**config.mk**
```make
export PLATFORM = sky130hd
export DESIGN_NAME = sum_accumulator
export DESIGN_NICKNAME = d
export VERILOG_FILES = /design/src/rtl/adder_pkg.sv /design/src/rtl/sum_acc_ctrl.sv /design/src/rtl/sum_accumulator.sv
export SDC_FILE = /design/constraint.sdc
export NUM_CORES = 1
export LEC_CHECK = 0
export ABC_CLOCK_PERIOD_IN_PS = 2000
export BUFFER_PORTS_ARGS = -buffer_cell sky130_fd_sc_hd__buf_2
export CELL_PAD_IN_SITES_DETAIL_PLACEMENT = 0
export CELL_PAD_IN_SITES_GLOBAL_PLACEMENT = 1
export CORE_MARGIN = 2
export CORE_UTILIZATION = 30
export CTS_BUF_LIST = sky130_fd_sc_hd__clkbuf_8
export CTS_CLUSTER_SIZE = 40
export DETAILED_ROUTE_END_ITERATION = 7
export GPL_TIMING_DRIVEN = 1
export PLACE_DENSITY = 0.68
export RECOVER_POWER = 100
export SLEW_MARGIN = 20
export SYNTH_ARGS = -nofsm -noshare
export SYNTH_HDL_FRONTEND = slang
export SYNTH_SLANG_ARGS = --single-unit
export TNS_END_PERCENT = 50
```
**constraint.sdc**
```tcl
create_clock -name clk -period 2 [get_ports clk]
set_input_delay 0.3 -clock clk [delete_from_list [all_inputs] [get_ports clk]]
set_output_delay 0.3 -clock clk [all_outputs]
set_load 0.005 [all_outputs]
```
**src/rtl/adder_pkg.sv**
```systemverilog
// adder_pkg: shared state encodings and beat width for the sum accumulator
package adder_pkg;
  localparam int BEAT_W = 5;
  typedef enum logic [1:0] {IDLE = 2'd0, ACCUM = 2'd1, DONE = 2'd2} state_t;
endpackage

```
**src/rtl/sum_acc_ctrl.sv**
```systemverilog
// sum_acc_ctrl: frame FSM and beat counter steering the accumulator datapath
module sum_acc_ctrl
  import adder_pkg::*;
#(
  parameter int NUM_OPS = 4
) (
  input  logic clk,
  input  logic rst,
  input  logic in_valid,
  input  logic out_ready,
  input  logic flush,
  output logic in_ready,
  output logic out_valid,
  output logic start,
  output logic add,
  output logic clr
);
  localparam int CNT_W = $clog2(NUM_OPS + 1);
  state_t state_q, state_d;
  logic [CNT_W-1:0] cnt_q, cnt_d;
  logic accept, first;
  assign in_ready = !rst && (state_q != DONE || out_ready);
  assign accept = in_valid && in_ready;
  // a beat taken outside ACCUM always opens a new frame, giving back-to-back frames from DONE
  assign first = accept && state_q != ACCUM;
  always_ff @(posedge clk) begin
    if (rst) begin
      state_q <= IDLE;
      cnt_q <= '0;
    end else begin
      state_q <= state_d;
      cnt_q <= cnt_d;
    end
  end
  always_comb begin
    state_d = state_q;
    cnt_d = cnt_q;
    if (flush) begin
      state_d = IDLE;
      cnt_d = '0;
    end else if (first) begin
      cnt_d = CNT_W'(1);
      state_d = (NUM_OPS == 1) ? DONE : ACCUM;
    end else if (accept) begin
      cnt_d = cnt_q + 1'b1;
      state_d = (cnt_d == CNT_W'(NUM_OPS)) ? DONE : ACCUM;
    end else if (state_q == DONE && out_ready) begin
      state_d = IDLE;
      cnt_d = '0;
    end
  end
  always_comb begin
    out_valid = state_q == DONE;
    start = !flush && first;
    add = !flush && accept && state_q == ACCUM;
    clr = flush || (state_q == DONE && out_ready && !accept);
  end
endmodule

```
**src/rtl/sum_accumulator.sv**
```systemverilog
// sum_accumulator: sums NUM_OPS {carry,sum} beats per frame with sticky overflow
module sum_accumulator
  import adder_pkg::*;
#(
  parameter int NUM_OPS = 4,
  parameter int ACC_W = 8
) (
  input  logic             clk,
  input  logic             rst,
  input  logic [3:0]       sum,
  input  logic             carry,
  input  logic             in_valid,
  output logic             in_ready,
  input  logic             flush,
  output logic [ACC_W-1:0] acc_out,
  output logic             ovf,
  output logic             out_valid,
  input  logic             out_ready
);
  logic start, add, clr;
  logic [ACC_W-1:0] acc_q, acc_d;
  logic ovf_q, ovf_d;
  logic [ACC_W:0] total;
  sum_acc_ctrl #(.NUM_OPS(NUM_OPS)) u_ctrl (
    .clk(clk),
    .rst(rst),
    .in_valid(in_valid),
    .out_ready(out_ready),
    .flush(flush),
    .in_ready(in_ready),
    .out_valid(out_valid),
    .start(start),
    .add(add),
    .clr(clr)
  );
  // the extra top bit of total is the carry out that marks overflow
  assign total = {1'b0, acc_q} + {{(ACC_W + 1 - BEAT_W){1'b0}}, carry, sum};
  always_comb begin
    acc_d = clr ? '0 : start ? {{(ACC_W - BEAT_W){1'b0}}, carry, sum} : add ? total[ACC_W-1:0] : acc_q;
    ovf_d = (clr || start) ? 1'b0 : add ? (ovf_q || total[ACC_W]) : ovf_q;
  end
  always_ff @(posedge clk) begin
    if (rst) begin
      acc_q <= '0;
      ovf_q <= 1'b0;
    end else begin
      acc_q <= acc_d;
      ovf_q <= ovf_d;
    end
  end
  assign acc_out = acc_q;
  assign ovf = ovf_q;
endmodule

```
[Word-level counts from Yosys, hierarchy flattened]
Index checks and enable logic that the tools add are counted.
Word-level totals
  register bits: 14
  latch bits: 0
  bits in writable memories: 0
  bits in read-only memories: 0
  bits of input ports: 10
  output and inout bits: 11
  word-level logic and storage cells: 46
  memories: 0
Cells by class
  add/sub/neg operators: 2
  multipliers: 0
  div/mod/pow operators: 0
  magnitude comparators: 0
  eq/ne operators: 5
  shifts and indexed selects: 0
  mux-type cells: 9
  bitwise operators: 0
  reduce and logical (&&, ||, !) cells: 23
Operator list (count)
  5-bit 2-to-1 mux: 2
  8-bit by 5-bit adder with 9-bit output: 1
  1-bit logical AND: 8
  2-bit 2-to-1 mux: 3
  3-bit 2-to-1 mux: 2
  2-bit OR reduction: 3
  3-bit OR reduction: 2
  1-bit logical OR: 4
  2-bit nonzero test: 2
  3-bit by 1-bit adder with 3-bit output, second input constant: 1
  3-bit equality test, second input constant: 1
  1-bit logical NOT: 3
  3-bit nonzero test: 1
  2-bit by 1-bit equality test with 1-bit output, second input constant: 1
  2-bit equality test, second input constant: 1
  1-bit 2-to-1 mux: 2
  2-bit by 1-bit inequality test with 1-bit output, second input constant: 1
  2-bit inequality test, second input constant: 1

[Longest topological paths before layout]
Gate-level depths: netlist of run 1.
  depth in word-level cells: 9
  depth in mapped cells: 7
  gate-level depth less buffers: 7

[By module]
A second synthesis of run 1 with hierarchy kept.
Unflattened totals
  cells, all modules: 108
  area total of the unflattened synthesis: 905.9 um^2
By module, submodules not included
  sum_accumulator: times used 1, cells an instance 72, area each 589.3 um^2, sequential area each 180.2 um^2
  sum_acc_ctrl: times used 1, cells an instance 36, area each 316.6 um^2, sequential area each 100.1 um^2

[Worst setup path after synthesis of run 1]
OpenSTA, ideal clock, no wires.
  kind: reg-to-reg
  start point: reg acc_q[0] (netlist: acc_out[0])
  end point: reg acc_q[4] (netlist: acc_out[4])
  library setup time: 74 ps
  arrival time: 1572 ps
  required time: 1926 ps
  setup slack: 354 ps
  cell stages (with the launch flop): 8
  path buffers: 0
  period minus slack after synthesis: 1646 ps
  path through: dfxtp_1 > ha_1 > inv_1 > fa_1 > nor2b_1 > o21ai_0 > a211o_1 > a31oi_1
On the way
  word-level cells in the longest chain between the ends: 3
RTL lines
  start, declared: line sum_accumulator.sv:21  | logic [ACC_W-1:0] acc_q, acc_d;
  start signal, assigned: line sum_accumulator.sv:44  | acc_q <= '0;
  start signal, assigned: line sum_accumulator.sv:47  | acc_q <= acc_d;
  8-bit by 5-bit adder with 9-bit output: line sum_accumulator.sv:37  | assign total = {1'b0, acc_q} + {{(ACC_W + 1 - BEAT_W){1'b0}}, carry, sum};
  5-bit 2-to-1 mux (2 in series): line sum_accumulator.sv:39  | acc_d = clr ? '0 : start ? {{(ACC_W - BEAT_W){1'b0}}, carry, sum} : add ? total[ACC_W-1:0] : acc_q;
Every way passes these cells. The select of a mux whose other input is x is not followed.
A chain may end at the register's enable or synchronous reset.

[Final worst setup path of run 1]
Same ends and word-level chain as after synthesis.

==> results of run 1 <==
flip-flops by register name (all words and copies together), names as in the netlist:
name,cells
u_ctrl.cnt_q,3
u_ctrl.state_q,2
ovf,1
acc_out,8
layout make-up:
type | count | area, µm² | area share
clock buffer | 3 | 41.29 | 0.03846
inverter | 7 | 26.28 | 0.02448
multi-input combinational | 82 | 575.6 | 0.5361
sequential | 14 | 280.3 | 0.2611
tap | 31 | 38.79 | 0.03613
timing repair buffer | 22 | 111.4 | 0.1037
cells in the final DEF (no fill, tap or decap), types with 2 or more instances in the layout:
master and instances:
buf_4 2, a22oi_1 2, nand2b_1 3, nor3b_1 2, nand2_1 6, inv_1 7
clkbuf_1 3, a211oi_1 5, nor2_1 11, clkbuf_8 3, nand3_1 2, o211ai_1 3
a21oi_1 5, dfxtp_1 14, o211a_1 2, o21ai_0 6, ha_1 7, mux2i_1 4
nor2b_1 2, o21a_1 2, buf_2 17, a2bb2oi_1 2, nor3_1 3
worst max-delay path, stage by stage (launching register included):
cell and delay (ns):
dfxtp_1 0.35, ha_1 0.19, inv_1 0.06, fa_1 0.37, nor2b_1 0.19, o21ai_0 0.11
a211o_1 0.26, a31oi_1 0.15
worst paths after layout:
check	from	endpoint	slack, ns	depth (start not counted)
worst min register to register	ovf$_SDFFE_PP0P_	ovf$_SDFFE_PP0P_	0.47	2
worst max register to register	acc_out[0]$_SDFFE_PP0P_	acc_out[4]$_SDFFE_PP0P_	0.24	7
worst min-delay path	rst	u_ctrl.cnt_q[0]$_SDFFE_PP0P_	0.27	2
worst max-delay path	acc_out[0]$_SDFFE_PP0P_	acc_out[4]$_SDFFE_PP0P_	0.24	7
routing by layer:
metal,track usage,vias to the layer above,share of wire
met5,0,-,0
met4,0.05844,0,0.0080
met3,0.02857,2,0.051
met2,0.2167,20,0.44
met1,0.1785,392,0.50
li1,-,437,-
power by group:
| group | internal (mW) | leakage (nW) | switching [mW] |
|---|---|---|---|
| Combinational | 0.0339 | 0.338 | 0.0422 |
| Sequential | 0.283 | 0.113 | 0.00372 |
| Clock | 0.133 | 0.0216 | 0.106 |
stage by stage:
| stage | total power, mW | setup WS, ns |
|---|---|---|
| 6_report | 0.6014 | 0.2405 |
| 5_1_grt | 0.6271 | 0.06272 |
| 4_1_cts | 0.6090 | 0.2206 |
| 3_5_place_dp | 0.3699 | 0.2034 |
| 3_3_place_gp | 0.3692 | 0.2439 |
| 2_1_floorplan | 0.3397 | 0.3537 |
cell families (layout without fill, tap and decap cells):
logic type,after synthesis,count (layout),synth area share
and+or+nand+nor,35,35,0.2036
AOI/OAI and AO/OA,34,34,0.2650
DFF,14,14,0.3124
adders and majority gates,8,8,0.1199
buffers and inverters,8,32,0.04185
muxes,5,5,0.05718
==> reports/qor.yml, run 1 <==
power:
  power.density_nw_per_um2: 560.2
  p_leak_nw: 0.4729
  irDropWorstVdd_uv: 207.4
yosys:
  avgSynthCellArea_um2: 8.626
  yosysTopAreaCell: "dfxtp_1"
  synth_edf_count: 0
  async_flop_share: 0
  yosys-top-cells-count: "dfxtp_1 (14), nor2_1 (11), ha_1 (7), inv_1 (7)"
  synth_seq_cells: 14
  synth_cell_types: 35
  synth.area.top_cells: "dfxtp_1 (31%), ha_1 (9.8%), nor2_1 (4.6%)"
  netlist_area_um2: 897.1
  synth.net_count: 122
  synthFlopType: "dfxtp_1"
  ys_warn_count: 0
  ys_seq_area_frac: 0.3124
  synth_top_area_frac: 0.3124
  postSynthCellCount: 104
  synth.most_common_cell: "dfxtp_1"
setup_path:
  required_ns: 2.18
  start_kind: "flop"
  path_max_fanout: 3
  cp-end-kind: "flop"
  critPathArrivalTime_ns: 1.94
  worstSetupPathType: "reg -> reg"
floorplanning:
  dieArea_um2: 3444
  rows: 19
  io_pins: 21
  initial_utilization: 0.3198
  die_w_um: 58.69
  core-area_um2: 2805
  die_h_um: 58.69
route:
  drc_errors: 3
  drt_pass1_iterations: 6
  ant_nets: 0
  viasPerCell: 5.352
  routed_wl_um: 2119
  wire_per_inst_um: 13.33
  routed-via-count: 851
  drt_iter0_markers: 29
global_route:
  grt_overflow: 0
  grt_max_degree: 10
  grt_use_total: 0.1363
  grt_pass1_wl_um: 3560
  antenna_found_initial: 0
  grt_pass1_vias: 827
clock_network:
  hold_buffers: 0
  ctsResizeCount: 0
  clk_pin_slew_worst_paths_ns: 0.07
  post_cts_buffers: 0
  clockBufferDepth: 2
  cts_tree: "yes"
  cts_buffers: 3
  worst_skew_pair.late_latency_ns: 0.25
  h-tree-depth: 1
  clock-sinks: 14
  root_buffer: "clkbuf_8"
sta:
  tightest_slew_ns: 0.8846
  fin_setup_tns_ns: 0
  drv_slew: 0
  period_share: 0.8797
  min_period_ns: 1.759
  max_slew_margin: 0.4052
  rsz0062_at_grt: "false"
  whs_ns: 0.2658
  finClkSkew_ns: 0.007063
  setup-violations-final: 0
  fmax_mhz: 568.4
  hold_violations: 0
final_layout:
  drive_above_1_share: 0.1953
  final_cell_count_no_fill: 159
  fillerInstances: 302
  design_area_um2: 1074
  nNetsFinal: 148
  area_growth_pct: 19.67
  antenna_cells: 0
  final_util: 0.3827
placed_design:
  dp_hpwl_um: 1664
  portBuffers: 20
  dp_cells: 156
  globalplace.congestion: 0.7776
  placedInstanceArea_um2: 1040
run:
  maxCapViolations: 0
run_status:
  status: "complete, but fails checks"
  violations: "DRC"
min_path:
  hp-class: "in -> reg"
(Power assumes the default switching activity.)
==> inputs of run 2 (changes only) <==
Settings changed: CAP_MARGIN from default to 20, CELL_PAD_IN_SITES_DETAIL_PLACEMENT 0 to 1, SYNTH_HIERARCHICAL from default to 1.
==> reports/qor.yml, run 2 <==
floorplanning:
  die_w_um: 58.95
  core-area_um2: 2805
  dieArea_um2: 3475
  die_h_um: 58.95
  rows: 19
  initial_utilization: 0.3229
  io_pins: 21
sta:
  hold_violations: 0
  min_period_ns: 1.915
  finClkSkew_ns: 0.0006287
  tightest_slew_ns: 0.5311
  drv_slew: 0
  fin_setup_tns_ns: 0
  fmax_mhz: 522.2
  period_share: 0.9575
  max_slew_margin: 0.6452
  timing.final.ws_setup_ns: 0.08498
  setup-violations-final: 0
placed_design:
  dp_slack_ns: -0.09125
  portBuffers: 20
  dp_hpwl_um: 1965
  globalplace.congestion: 0.7681
yosys:
  ys_seq_area_frac: 0.3094
  avgSynthCellArea_um2: 8.388
  async_flop_share: 0
  yosys-top-cells-count: "nor2_1 (17), a21oi_1 (15), dfxtp_1 (14)"
  netlist_area_um2: 905.9
  ys_warn_count: 6
  synth_edf_count: 0
  synth_top_area_frac: 0.3094
  synth.area.top_cells: "dfxtp_1 (31%), ha_1 (9.7%), a21oi_1 (8.3%)"
  postSynthCellCount: 108
  synth_seq_cells: 14
  synthFlopType: "dfxtp_1"
  synth.most_common_cell: "nor2_1"
  synth_cell_types: 36
  yosysTopAreaCell: "dfxtp_1"
  synth.net_count: 126
route:
  routed_wl_um: 2519
  drt_iter0_markers: 28
  drt_pass1_iterations: 5
  drc_errors: 1
  ant_nets: 0
  routed-via-count: 876
  wire_per_inst_um: 15.45
  viasPerCell: 5.374
power:
  power_mw: 0.5937
  p_leak_nw: 0.4295
  power.density_nw_per_um2: 532.5
  irDropWorstVdd_uv: 356.0
final_layout:
  antenna_cells: 0
  final_util: 0.3974
  final_common_cell: "nor2_1"
  area_growth_pct: 23.07
  drive_above_1_share: 0.2500
  largest_reg_flops: 8
  nNetsFinal: 152
  mostFrequentLayoutCells: "nor2_1 (17), buf_2 (16), dfxtp_1 (13)"
setup_path:
  max_stage_delay_ns: 0.49
  path_delay_family: "simple AND/OR/NAND/NOR gates"
  critPathArrivalTime_ns: 2.10
  crit_slowest_cell: "or4_1"
  path_max_fanout: 3
  start_kind: "flop"
  worstSetupPathType: "reg -> reg"
  crit_buf_inv: 1
  worstPathCellList: "ha_4 > inv_1 > fa_2 > nand2b_4 > a21oi_2 > nor2_1 > or4_1 > a21oi_2"
  required_ns: 2.18
  worst_path_most_repeated_cell: "a21oi_2"
  cp-end-kind: "flop"
min_path:
  hp-class: "in -> reg"
clock_network:
  hold_buffers: 0
  cts_tree: "yes"
  h-tree-depth: 1
  post_cts_buffers: 0
  ctsResizeCount: 3
  root_buffer: "clkbuf_8"
  worst_skew_pair.late_latency_ns: 0.25
  clk_pin_slew_worst_paths_ns: 0.06
  cts_buffers: 3
  clock-sinks: 14
  clockBufferDepth: 2
global_route:
  grt_pass1_vias: 955
  grt_use_total: 0.1591
  grt_pass1_wl_um: 4195
  antenna_found_initial: 0
  grt_max_degree: 11
  grt_overflow: 0
run_status:
  status: "complete, but fails checks"
  violations: "DRC"
run:
  maxCapViolations: 0
[run 2: changes by cell type after synthesis, sizes merged, moves of 2 or more]
cell | previous run | this run
a21oi | 5 | 15
nor2 | 11 | 17
o21ai | 6 | 1
a211oi | 5 | 1
nand2 | 6 | 2
nor3 | 4 | 1
xnor2 | 0 | 3
a22oi | 2 | 0
a2bb2oi | 2 | 0
mux2i | 4 | 2
nand3 | 2 | 4
o211a | 2 | 0
or3b | 0 | 2
xor2 | 0 | 2
[run 2: cell type report]
type,count,area [µm²]
fillers,351,1690
multi-input cells,85,609.3
flip-flops and latches,14,281.5
repair buffers,23,117.6
clock buffers,3,41.29
well taps,31,38.79
inverters,7,26.28
[run 2: report_power, final]
part	total [mW]	internal, mW	switching, mW
Sequential	0.286	0.282	0.00329
Clock	0.236	0.133	0.102
Combinational	0.0722	0.0295	0.0427
Total	0.594	0.445	0.148
[run 2: layer usage]
metal | part of all wire | GRT usage
met2 | 0.55 | 0.3095
met1 | 0.40 | 0.1707
met3 | 0.042 | 0.04176
met5 | 0 | 0
met4 | 0.0052 | 0.02922
[run 2: cells by family after synthesis]
logic type / after synthesis / synth area share
buffers and inverters: 9 / 0.05249
xor gates and xnor gates: 5 / 0.04835
adders and majority gates: 8 / 0.1188
DFF: 14 / 0.3094
and+or+nand+nor: 41 / 0.2472
muxes: 2 / 0.02210
AOI/OAI and AO/OA: 29 / 0.2017
[run 2: worst reg2reg max path: stages, from the launching register on]
cell and delay, ns:
dfxtp_2 0.36, ha_4 0.13, inv_1 0.05, fa_2 0.34
nand2b_4 0.16, a21oi_2 0.15, nor2_1 0.05, or4_1 0.49
a21oi_2 0.13
[run 2: path summary, 6_finish.rpt]
path,start,to,slack [ns],depth (start not counted)
max,acc_out[0]$_SDFFE_PP0P_,acc_out[4]$_SDFFE_PP0P_,0.08,8
min,flush,u_ctrl/cnt_q[0]$_SDFFE_PP0P_,0.31,2
max reg2reg,acc_out[0]$_SDFFE_PP0P_,acc_out[4]$_SDFFE_PP0P_,0.08,8
min reg2reg,ovf$_SDFFE_PP0P_,ovf$_SDFFE_PP0P_,0.46,2
[run 2: per-stage QoR]
| stage | std cells | cell area (µm²) | hold WS, ns |
|---|---|---|---|
| after floorplan | 108 | 905.9 | 0.3831 |
| after global placement | 160 | 1046 | 0.4346 |
| after detailed placement | 160 | 1046 | 0.4559 |
| after CTS | 163 | 1100 | 0.3031 |
| after global routing | 163 | 1115 | 0.3489 |
| final | 163 | 1115 | 0.3093 |
==> inputs of run 3 (changes only) <==
Settings changed: HOLD_SLACK_MARGIN from default to 0.02, RECOVER_POWER 100 to 25.
==> reports/qor.yml, run 3 (synthesis results as in run 2) <==
route:
  wire_per_inst_um: 15.52
  routed-via-count: 888
  drc_errors: 1
  viasPerCell: 5.448
  drt_pass1_iterations: 6
  routed_wl_um: 2530
  ant_nets: 0
  drt_iter0_markers: 32
floorplanning:
  initial_utilization: 0.3229
  core-area_um2: 2805
  dieArea_um2: 3475
  die_h_um: 58.95
  io_pins: 21
  die_w_um: 58.95
  rows: 19
final_layout:
  area_growth_pct: 24.31
  nNetsFinal: 152
  antenna_cells: 0
  largest_reg_flops: 8
  final_util: 0.4014
  drive_above_1_share: 0.2727
  final_cell_count_no_fill: 163
  mostFrequentLayoutCells: "buf_2 (19), nor2_1 (17), dfxtp_1 (13)"
  final_common_cell: "buf_2"
clock_network:
  post_cts_buffers: 0
  hold_buffers: 0
  root_buffer: "clkbuf_8"
  clock-sinks: 14
  cts_tree: "yes"
  worst_skew_pair.late_latency_ns: 0.25
  h-tree-depth: 1
  cts_buffers: 3
  clockBufferDepth: 2
  clk_pin_slew_worst_paths_ns: 0.06
setup_path:
  worst_path_most_repeated_cell: "a21oi_2"
  required_ns: 2.18
  worstPathCellList: "ha_4 > inv_1 > fa_2 > nand2b_4 > a21oi_2 > nor2_1 > or4_1 > a21oi_2"
  crit_buf_inv: 1
  crit_slowest_cell: "or4_1"
  path_max_fanout: 3
  start_kind: "flop"
  path_delay_family: "simple AND/OR/NAND/NOR gates"
  cp-end-kind: "flop"
  worstSetupPathType: "reg -> reg"
  critPathArrivalTime_ns: 2.10
  max_stage_delay_ns: 0.49
run_status:
  status: "complete, but fails checks"
  violations: "DRC"
power:
  irDropWorstVdd_uv: 359.3
  p_leak_nw: 0.4402
  power_mw: 0.5950
  switching_share: 0.2515
  p_int_mw: 0.4454
  power.density_nw_per_um2: 528.4
  p_switching_mw: 0.1496
  pwr-share-seq: 0.480
  pwr-share-clk: 0.398
  power_frac_comb: 0.122
global_route:
  grt_pass1_wl_um: 4195
  grt_max_degree: 11
  grt_use_total: 0.1591
  grt_overflow: 0
  antenna_found_initial: 0
  grt_pass1_vias: 955
sta:
  hold_violations: 0
  tightest_slew_ns: 0.3327
  max_slew_margin: 0.7725
  drv_slew: 0
  fmax_mhz: 521.5
  fin_setup_tns_ns: 0
  period_share: 0.9587
  min_period_ns: 1.917
  finClkSkew_ns: 0.001315
  setup-violations-final: 0
placed_design:
  portBuffers: 20
  dp_hpwl_um: 1965
  dp_cells: 160
  globalplace.congestion: 0.7681
run:
  maxCapViolations: 0
min_path:
  hp-class: "in -> reg"
[run 3: changes by cell type in the layout (fill, tap and decap cells not counted)]
cell,before,now
nor3b_2,0,1
nor3b_1,3,2
buf_2,16,19
or3b_4,0,1
or3b_1,2,1
clkbuf_2,3,0
clkbuf_1,2,1
buf_4,2,3
[run 3: layer usage]
metal / wire (µm) / global-route usage
met3: 108 / 0.04176
met2: 1403 / 0.3095
met5: 0 / 0
met1: 1003 / 0.1707
met4: 13 / 0.02922
[run 3: worst reg2reg max path: cells and delay by family, from the launching register on]
| kind | cells | cell delay (ns) |
|---|---|---|
| and+or+nand+nor | 3 | 0.70 |
| adders and majority gates | 2 | 0.47 |
| DFF | 1 | 0.36 |
| AOI/OAI and AO/OA | 2 | 0.28 |
| buffers and inverters | 1 | 0.05 |
[run 3: worst paths after layout]
check / start / to / slack (ns) / depth (start not counted)
max: acc_out[0]$_SDFFE_PP0P_ / acc_out[4]$_SDFFE_PP0P_ / 0.08 / 8
min: flush / u_ctrl/cnt_q[0]$_SDFFE_PP0P_ / 0.31 / 2
max reg2reg: acc_out[0]$_SDFFE_PP0P_ / acc_out[4]$_SDFFE_PP0P_ / 0.08 / 8
min reg2reg: ovf$_SDFFE_PP0P_ / ovf$_SDFFE_PP0P_ / 0.46 / 2
[run 3: per-stage QoR]
stage | hold slack, ns | setup WS [ns] | cell area, µm²
detailed placement | 0.4559 | -0.09125 | 1046
global route | 0.3489 | -0.01557 | 1126
finish | 0.3120 | 0.08255 | 1126
global placement | 0.4346 | 0.02765 | 1046
CTS | 0.3031 | 0.01745 | 1100
floorplan | 0.3831 | 0.1199 | 905.9
[run 3: power groups by stage]
stage,clock [mW],sequential (mW),combinational [mW]
CTS,0.242,0.286,0.0698
detailed placement,0,0.292,0.0676
floorplan,0,0.291,0.0396
finish,0.237,0.286,0.0726
global placement,0,0.291,0.0646
global route,0.253,0.286,0.0820
[run 3: area by class of cell]
| cell class | instances | area [µm²] |
|---|---|---|
| clock buffers | 3 | 41.29 |
| fillers | 350 | 1679 |
| inverters | 7 | 26.28 |
| multi-input cells | 85 | 616.8 |
| flip-flops and latches | 14 | 281.5 |
| well taps | 31 | 38.79 |
| repair buffers | 23 | 121.4 |
[run 3: timing repair]
item | 4_1_cts | 5_1_grt
pin swaps | 0 | 0
setup endpoints to repair | 2 | 5
gates resized for setup | 3 | 6
